[config.mk]
export PLATFORM = sky130hd
export DESIGN_NAME = psat_acc
export DESIGN_NICKNAME = d
export VERILOG_FILES = /design/src/rtl/psat_pkg.sv /design/src/rtl/psat_lane.sv /design/src/rtl/psat_acc.sv
export SDC_FILE = /design/constraint.sdc
export NUM_CORES = 1
export LEC_CHECK = 0
export ABC_CLOCK_PERIOD_IN_PS = 2400
export CAP_MARGIN = 20
export CORE_MARGIN = 3
export CORE_UTILIZATION = 45
export DETAILED_ROUTE_END_ITERATION = 8
export HOLD_SLACK_MARGIN = 0.12
export PLACE_DENSITY = 0.77
export REMOVE_ABC_BUFFERS = 1
export SYNTH_ARGS = -nofsm -noshare
export SYNTH_HDL_FRONTEND = slang
export SYNTH_SLANG_ARGS = --single-unit
[constraint.sdc]
create_clock -name clk -period 2.4 [get_ports clk]
set_clock_uncertainty 0.1 [all_clocks]
set_input_delay 0.48 -clock clk [delete_from_list [all_inputs] [get_ports clk]]
set_output_delay 0.48 -clock clk [all_outputs]
set_load 0.05 [all_outputs]
[src/rtl/psat_pkg.sv]
// Shared lane geometry, FSM encoding and saturation limits for the
// packed saturating accumulator.
package psat_pkg;

   localparam int LANE_W = 4;
   localparam int LANES  = 4;
   localparam int DATA_W = LANE_W * LANES;

   localparam logic [LANE_W-1:0] SAT_POS = 4'b0111;
   localparam logic [LANE_W-1:0] SAT_NEG = 4'b1000;

   typedef enum logic {
      ST_ACC  = 1'b0,
      ST_DONE = 1'b1
   } state_t;

endpackage

[src/rtl/psat_lane.sv]
// Single-lane signed saturating adder: clamps to the lane's extreme
// value on overflow and reports that overflow.
module psat_lane
   import psat_pkg::*;
(
   input  logic [LANE_W-1:0] a,
   input  logic [LANE_W-1:0] b,
   output logic [LANE_W-1:0] sum,
   output logic              ovf
);

   logic [LANE_W-1:0] sum_raw;

   // Overflow only when both operands agree in sign and the result flips it.
   always_comb begin
      sum_raw = a + b;
      ovf     = (a[LANE_W-1] == b[LANE_W-1]) && (sum_raw[LANE_W-1] != a[LANE_W-1]);
      if (ovf) begin
         sum = a[LANE_W-1] ? SAT_NEG : SAT_POS;
      end else begin
         sum = sum_raw;
      end
   end

endmodule

[src/rtl/psat_acc.sv]
// Four-lane packed saturating accumulator with sticky per-lane overflow
// flags, a saturating beat counter and a valid/ready result handshake.
module psat_acc
   import psat_pkg::*;
#(
   parameter int CNT_W = 4
)
(
   input  logic              clk,
   input  logic              rst,
   input  logic              in_valid,
   output logic              in_ready,
   input  logic [DATA_W-1:0] in_data,
   input  logic              in_last,
   output logic              out_valid,
   input  logic              out_ready,
   output logic [DATA_W-1:0] out_data,
   output logic [LANES-1:0]  out_sat,
   output logic [CNT_W-1:0]  out_count
);

   state_t             state_reg;
   logic [DATA_W-1:0]  acc_reg;
   logic [DATA_W-1:0]  acc_next;
   logic [LANES-1:0]   sat_reg;
   logic [LANES-1:0]   lane_ovf;
   logic [CNT_W-1:0]   count_reg;
   logic               accept;

   assign accept = (state_reg == ST_ACC) && in_valid;

   generate
      for (genvar gi = 0; gi < LANES; gi++) begin : g_lane
         psat_lane u_lane (
            .a   (acc_reg[gi*LANE_W +: LANE_W]),
            .b   (in_data[gi*LANE_W +: LANE_W]),
            .sum (acc_next[gi*LANE_W +: LANE_W]),
            .ovf (lane_ovf[gi])
         );
      end
   endgenerate

   always_ff @(posedge clk) begin
      if (rst) begin
         state_reg <= ST_ACC;
         acc_reg   <= '0;
         sat_reg   <= '0;
         count_reg <= '0;
      end else begin
         case (state_reg)
            ST_ACC: begin
               if (accept) begin
                  acc_reg <= acc_next;
                  sat_reg <= sat_reg | lane_ovf;
                  // Counter pins at all-ones rather than wrapping.
                  if (count_reg != {CNT_W{1'b1}}) begin
                     count_reg <= count_reg + CNT_W'(1);
                  end
                  if (in_last) begin
                     state_reg <= ST_DONE;
                  end
               end
            end
            ST_DONE: begin
               if (out_ready) begin
                  state_reg <= ST_ACC;
                  acc_reg   <= '0;
                  sat_reg   <= '0;
                  count_reg <= '0;
               end
            end
            default: state_reg <= ST_ACC;
         endcase
      end
   end

   // Every output comes straight from state, so nothing input-side leaks through.
   assign in_ready  = (state_reg == ST_ACC);
   assign out_valid = (state_reg == ST_DONE);
   assign out_data  = acc_reg;
   assign out_sat   = sat_reg;
   assign out_count = count_reg;

endmodule

---- Yosys cells after proc, flatten, opt, wreduce, memory -nomap -nowiden ----
Cells that the tools add are included.
cells by class
  add/subtract/negate cells ............... 5
  reduce and logical (&&, ||, !) cells .... 7
  mux-type cells .......................... 21
  eq/ne operators ......................... 12
  bitwise operators ....................... 2
operator list
  kind                   count
  $mux W4                12
  $mux W16               2
  $pmux W16 S2           1
  $add A4 B4 Y4          4
  $pmux W4 S2            2
  $logic_and A1 B1 Y1    5
  $add A4 B1 Y4 const B  1
  $eq A1 B1 Y1           4
  $ne A1 B1 Y1           4
  $ne A2 B1 Y1 const B   2
  $ne A4 B4 Y1 const B   1
  $or A4 B4 Y4           1
  $mux W1                3
  $reduce_and A3 Y1      1
  $ne A2 B2 Y1 const B   1
  $pmux W1 S2            1
  $reduce_and A2 Y1      1
  $not A1 Y1             1
word-level totals
  output and inout port bits .............. 26
  bits of input ports ..................... 21
  register bits ........................... 25

---- Depth between registers and ports, before layout ----
Gate-level depths: netlist of run 1.
  depth after elaboration ................. 6
  mapped depth ............................ 6
  mapped depth without buffers ............ 6

---- Hierarchy ----
From an unflattened synthesis of run 1, not the netlist that was laid out.
second synthesis, totals
  cells, all modules ...................... 205
  area, all modules ....................... 1826.8 um^2
by module, submodules not included
  module     cells an instance  sequential area each (um^2)  area an instance (um^2)  instances
  psat_acc   97                 500.5                        1006.0                   1
  psat_lane  27                 0.0                          205.2                    4

---- Worst setup path after synthesis of run 1 ----
OpenSTA, ideal clock, no wires.
  kind .................................... register -> register
  start ................................... reg acc_reg[4] (netlist: out_data[4])
  end ..................................... reg acc_reg[6] (netlist: out_data[6])
  library setup time ...................... 0.074 ns
  path slack .............................. 0.360 ns
  arrival ................................. 1.866 ns
  stages on the path, launching flop included .. 7
  required time ........................... 2.226 ns
  cells stage by stage .................... dfxtp_1 ha_1 inv_1 fa_1 xor2_1 or3_1 a31oi_1
on the way
  longest elaborated chain between the ends .. 6
RTL lines
  item                      RTL line         source
  start: declaration        psat_acc.sv:23   logic [DATA_W-1:0] acc_reg;
  start signal: assignment  psat_acc.sv:53   acc_reg <= acc_next;
  $add A4 B4 Y4 (*)         psat_lane.sv:16  sum_raw = a + b;
  $ne A1 B1 Y1              psat_lane.sv:17  ovf = (a[LANE_W-1] == b[LANE_W-1]) && (sum_raw[LANE_W-1] != a[LANE_W-1]);
  $logic_and A1 B1 Y1       psat_lane.sv:17
  $mux W4 (*)               psat_lane.sv:18  if (ovf) begin
  $mux W16 (*)              psat_acc.sv:52   if (accept) begin
  $pmux W16 S2 (*)          psat_acc.sv:50   case (state_reg)
Every way passes the cells marked *; elsewhere a longest branch is shown, timed or not. The select of a mux whose other input is x is not followed.
A chain may end at the register's enable or synchronous reset.

---- Worst setup path after layout of run 1 ----
  start ................................... reg acc_reg[3] (netlist: out_data[3])
  end ..................................... out out_data[3]
RTL lines
  item              RTL line        source
  end: declaration  psat_acc.sv:17  output logic [DATA_W-1:0] out_data,
No word-level cell between the ends.

==> results of run 1 <==
state kept, by name (all words and copies together), names as in the netlist:
name,flops
out_count,4
out_valid,1
out_sat,4
out_data,16
final cells by class:
cell class / instances / area, µm² / share of cell area
repair buffers: 51 / 498 / 0.237
clock inverters: 1 / 7.51 / 0.00357
multi-input cells: 135 / 966 / 0.460
clock buffers: 3 / 22.5 / 0.0107
well taps: 44 / 55.1 / 0.0262
flip-flops and latches: 25 / 500 / 0.238
inverters: 14 / 52.6 / 0.0250
power by group through the flow:
stage	Sequential, mW	Combinational [mW]	Clock, mW
2_1_floorplan	0.642	0.210	0
3_3_place_gp	0.505	0.522	0
3_5_place_dp	0.506	0.536	0
4_1_cts	0.498	0.539	0.199
5_1_grt	0.507	0.581	0.221
6_report	0.498	0.536	0.190
cells by family (layout without fill, tap and decap cells):
kind of cell | Yosys count | after routing | synth area share
AOI/OAI and AO/OA | 53 | 53 | 0.225
xor gates and xnor gates | 5 | 5 | 0.0281
adders and majority gates | 19 | 19 | 0.169
buffers and inverters | 20 | 69 | 0.0594
DFF | 25 | 25 | 0.321
muxes | 1 | 1 | 0.00722
and+or+nand+nor | 57 | 57 | 0.191
cell usage in the layout, fill, tap and decap left out, types with 2 or more instances in the layout:
master / synthesis / layout
clkdlybuf4s50_1: 0 / 46
dfxtp_1: 25 / 25
nand2_1: 19 / 19
inv_1: 14 / 14
a31oi_1: 13 / 13
a21oi_1: 13 / 13
ha_1: 13 / 13
nor2_1: 11 / 11
nand3_1: 8 / 8
or3_1: 7 / 7
a211oi_1: 6 / 6
a21o_1: 5 / 5
buf_4: 0 / 5
o21ai_0: 4 / 4
fa_1: 4 / 4
xor2_1: 3 / 3
clkbuf_4: 0 / 3
nand3b_1: 2 / 2
o211ai_1: 2 / 2
o31ai_1: 2 / 2
xnor2_1: 2 / 2
maj3_1: 2 / 2
nand4_1: 2 / 2
worst paths after layout:
path	from	endpoint	slack, ns	cells after the start
max	out_data[3]	out_data[3]	0.22	1
min	out_sat[0]	out_sat[0]	0.37	2
max reg2reg	out_data[1]	out_data[1]	0.60	5
min reg2reg	out_sat[0]	out_sat[0]	0.37	2
routing by layer:
layer / part of all wire / track usage / up-vias / wire length (µm)
li1: - / - / 752 / -
met1: 0.45 / 0.258 / 703 / 1720
met2: 0.50 / 0.332 / 37 / 1900
met3: 0.042 / 0.0312 / 4 / 161
met4: 0.0081 / 0.0501 / 0 / 31
met5: 0 / 0 / - / 0
==> results.md, run 1 <==
- Leakage: 0.825 nW
- Final hold vios: 0
- Critical-path cell list: clkdlybuf4s50_1
- Layout area overhead: 34.8%
- Initial core utilization: 0.491
- Fin util: 0.661
- Highest clock rate: 0.459 GHz
- Sw Share: 0.398
- Delay of the slowest critical-path stage: 0.84 ns
- Area fraction of the dominant cell type after synthesis: 0.321
- Synthesized area: 1560 µm²
- Syn Area/Cell: 8.66 µm²
- Clock power frac: 0.156
- Worst path required time: 1.82 ns
- Clock buffer count from CTS: 3
- Yosys top cell by area: dfxtp_1
- Overflow after GRT: 0
- CP Class: reg -> out
- TritonRoute pass-1 iters: 4
- Largest net degree at the start of global routing: 16
- Asr flop ratio synth: 0
- Slew HR: 0.649
- Final WS setup: 0.223 ns
- Internal: 737 µW
- H-Tree Depth: 1
- Clock root buffer: clkbuf_4
- WL/cell: 13.9 µm
- Outcome: finished, final reports clean
- Pre-CTS WS: 0.0527 ns
- Worst path bufs/invs: 1
- CTS tree: done
- First-pass GRT wire length: 6640 µm
- Cell variety after synth: 40
- Non-Filler Instances: 273
- Vias in the first global route: 1449
- Residual DRC: 0
- Clock Latency Late Sink: 0.31 ns
- # hold bufs at CTS: 0
- Die Span X: 64.9 µm
- Final hold slack: 0.367 ns
- Std cell rows: 20
- Die area: 4210 µm²
- Fraction of layout cells with a size suffix above 1: 0.0699
- Io pins: 47
- Maximum vdd drop: 0.279 mV
- Most instantiated cells after synthesis: 25 x dfxtp_1, 19 x nand2_1, 14 x inv_1
- Core area: 3180 µm²
- Slew Limit Fails: 0
- CTS Sinks: 25
- Crit-path max FO: 6
- Most common cell in the netlist: dfxtp_1
- # port buffers: 46
- # Max-Cap Violations: 0
- Slew @ Worst Pin: 0.527 ns
- Worst-path clk slew: 0.15 ns
- Vias post-DR: 1496
- Crit path max-delay cell type: clkdlybuf4s50_1
- Cell total after placement: 269
- Tmin final: 2.18 ns
- Largest cells by area after synthesis: dfxtp_1 32%, ha_1 10%, a31oi_1 5.2%
- Antenna violations before repair: 0
- Initial DRC count: 68
- Arrival @ worst endpoint: 1.60 ns
- Critical path's top delay family: buffers and inverters
- CTS Buffer Depth: 2
- Die Ht: 64.9 µm
- Post_cts resized: 0
- DRT antenna net count: 0
- Setup crit end kind: primary output
- Comb power frac: 0.438
- #FFs+latches synth: 25
- Fin crit share: 0.907
- Cell Pwr Density: 582 nW/µm²
- Routed wire length: 3810 µm
- Total Routing Usage GR: 0.196
- Postcts setup bufs: 0
- Final setup vio count: 0
- Mapped Cells: 180
- Vias per cell: 5.48
- Hold WC Path Type: reg -> reg
- Sw Pwr: 487 µW
- Sequential fraction of the synthesis area: 0.321
- Post-synth top flop: dfxtp_1
- ANT cells: 0
- Unrepaired setup endpoints after global routing: false
- DP Area: 2070 µm²
- Final #Nets: 268
- Post-synth EDFFs: 0
- Part of the power in registers: 0.407
- GP Congestion: 0.837
- # fillers: 301
- Synth warn: 0
- Setup TNS: 0 ns
- Power, Total: 1.22 mW
- Post-route cell area: 2100 µm²
- Startpoint Class: flop
- DP HPWL: 3010 µm
No activity file was read; power rests on OpenSTA's default activity.
==> run 2: changes to the inputs <==
--- a/config.mk
+++ b/config.mk
@@ -8,10 +8,10 @@
 export ABC_CLOCK_PERIOD_IN_PS = 2400
 export CAP_MARGIN = 20
 export CORE_MARGIN = 3
-export CORE_UTILIZATION = 45
+export CORE_UTILIZATION = 44
 export DETAILED_ROUTE_END_ITERATION = 8
 export HOLD_SLACK_MARGIN = 0.12
-export PLACE_DENSITY = 0.77
+export PLACE_DENSITY = 0.76
 export REMOVE_ABC_BUFFERS = 1
 export SYNTH_ARGS = -nofsm -noshare
 export SYNTH_HDL_FRONTEND = slang
==> run 2 against run 1 <==
  * Combinational power is 1% lower
  * Sequential share of layout area up 0.26 points
  * Die area grew 2.1%
  * Fmax is 2.2% lower
  * Critical path depth up 1
  * Global-route usage is 0.063 points higher
  * First-iteration DRC count is 18% higher
  * Critical path type unchanged
  * Largest cell class unchanged
  * Largest power group unchanged
  * Highest routed layer unchanged
==> results.md, run 2 (synthesis results as in run 1) <==
- Outcome: finished, final reports clean
- First-pass GRT wire length: 6760 µm
- Largest net degree at the start of global routing: 16
- Clock Latency Late Sink: 0.32 ns
- CTS Buffer Depth: 2
- Unrepaired setup endpoints after global routing: false
- Final #Nets: 266
- Clock root buffer: clkbuf_4
- Setup TNS: 0 ns
- Setup crit end kind: primary output
- FF/Latch Area: 502 µm²
- Core area: 3200 µm²
- Final setup vio count: 0
- Clock buffer count from CTS: 3
- WL/cell: 14.6 µm
- Initial DRC count: 80
- Crit-path max FO: 11
- Residual DRC: 0
- Cell Pwr Density: 589 nW/µm²
- Post_cts resized: 1
- Std cell rows: 20
- Vias in the first global route: 1458
- CTS Sinks: 25
- Worst reg2reg setup slack: 0.63 ns
- Vias post-DR: 1520
- Hold path startpoint: out_sat[0]
- Initial core utilization: 0.487
- Antenna violations before repair: 0
- Routed wire length: 3960 µm
- Slew HR: 0.654
- Die Ht: 65.5 µm
- Max reg flops: 16
- Total Routing Usage GR: 0.197
- Worst path required time: 1.82 ns
- DRT antenna net count: 0
- ANT cells: 0
- Overflow after GRT: 0
- # Max-Cap Violations: 0
- CTS tree: done
- Final hold slack: 0.366 ns
- Crit. Startpoint: out_valid
- Highest clock rate: 0.449 GHz
- Reg-to-reg startpoint: out_data[5]
- Leakage: 0.823 nW
- # port buffers: 46
- Postcts setup bufs: 0
- # fillers: 302
- Final hold vios: 0
- R2R cell count: 5
- Layout area overhead: 33.7%
- Die area: 4290 µm²
- Io pins: 47
- CP Class: reg -> out
- Worst-path clk slew: 0.14 ns
- Die Span X: 65.5 µm
- Maximum vdd drop: 0.287 mV
- GP Congestion: 0.829
- Commonest non-fill, non-tap cell in the layout: clkdlybuf4s50_1
- Multi-input logic area: 966 µm²
- TritonRoute pass-1 iters: 4
- Tmin final: 2.23 ns
- H-Tree Depth: 1
- Hold WC Path Type: reg -> reg
- Slew @ Worst Pin: 0.518 ns
- Power, Total: 1.23 mW
- FF-to-FF End: out_data[6]
- Vias per cell: 5.61
- Commonest cells after routing, fill and taps aside: 45 x clkdlybuf4s50_1, 24 x dfxtp_1, 19 x nand2_1
- Fin crit share: 0.928
- Fraction of layout cells with a size suffix above 1: 0.0661
- Worst Setup EP: in_ready
- Startpoint Class: flop
- Arrival @ worst endpoint: 1.65 ns
- Slew Limit Fails: 0
- # hold bufs at CTS: 0
- DP HPWL: 2960 µm
==> run 2: cell types whose count changed in the layout (fill, tap and decap cells not counted) <==
cell / previous run / this run
buf_4: 5 / 3
clkdlybuf4s50_1: 46 / 45
clkinv_2: 0 / 1
clkinvlp_4: 1 / 0
dfxtp_1: 25 / 24
dfxtp_2: 0 / 1
dlygate4sd2_1: 0 / 1
==> run 2: how the worst min path moves through the flow <==
stage | to | cells past startpoint | slack, ns
2_1_floorplan | out_count[0] | 1 | 0.45
3_3_place_gp | out_sat[0] | 2 | 0.34
3_5_place_dp | out_sat[0] | 2 | 0.35
4_1_cts | out_sat[0] | 2 | 0.37
5_1_grt | out_sat[0] | 2 | 0.39
6_report | out_sat[0] | 2 | 0.37
==> run 2: routing by layer <==
layer | vias up | track usage | wire length [µm] | part of all wire
met2 | 41 | 0.340 | 1950 | 0.49
met4 | 0 | 0.0389 | 15 | 0.0038
met3 | 2 | 0.0530 | 209 | 0.053
li1 | 749 | - | - | -
met1 | 728 | 0.244 | 1780 | 0.45
met5 | - | 0 | 0 | 0
==> run 2: worst max-delay path: stages (launching register included) <==
cell and delay (ns):
dfxtp_2 0.42, inv_1 0.09, clkdlybuf4s50_1 0.81
==> run 2: cell type report <==
cell class	count	area share
clock buffer	3	0.0108
clock inverter	1	0.00240
inverter	14	0.0252
multi-input combinational	135	0.463
sequential	25	0.241
tap	44	0.0264
timing repair buffer	49	0.231
==> run 2: stage by stage <==
step | area [µm²] | setup WS [ns] | std cells | utilization
3_5_place_dp | 2060 | 0.0707 | 267 | 0.642
4_1_cts | 2080 | 0.0474 | 271 | 0.650
5_1_grt | 2080 | 0.0863 | 271 | 0.651
6_report | 2080 | 0.174 | 271 | 0.651
3_3_place_gp | 2060 | 0.118 | 267 | 0.642
2_1_floorplan | 1520 | 0.360 | 174 | -
==> run 2: power breakdown <==
group / leakage (nW) / internal (mW) / switching (mW)
clock network: 0.0177 / 0.0626 / 0.136
registers: 0.205 / 0.457 / 0.0453
logic: 0.600 / 0.213 / 0.315
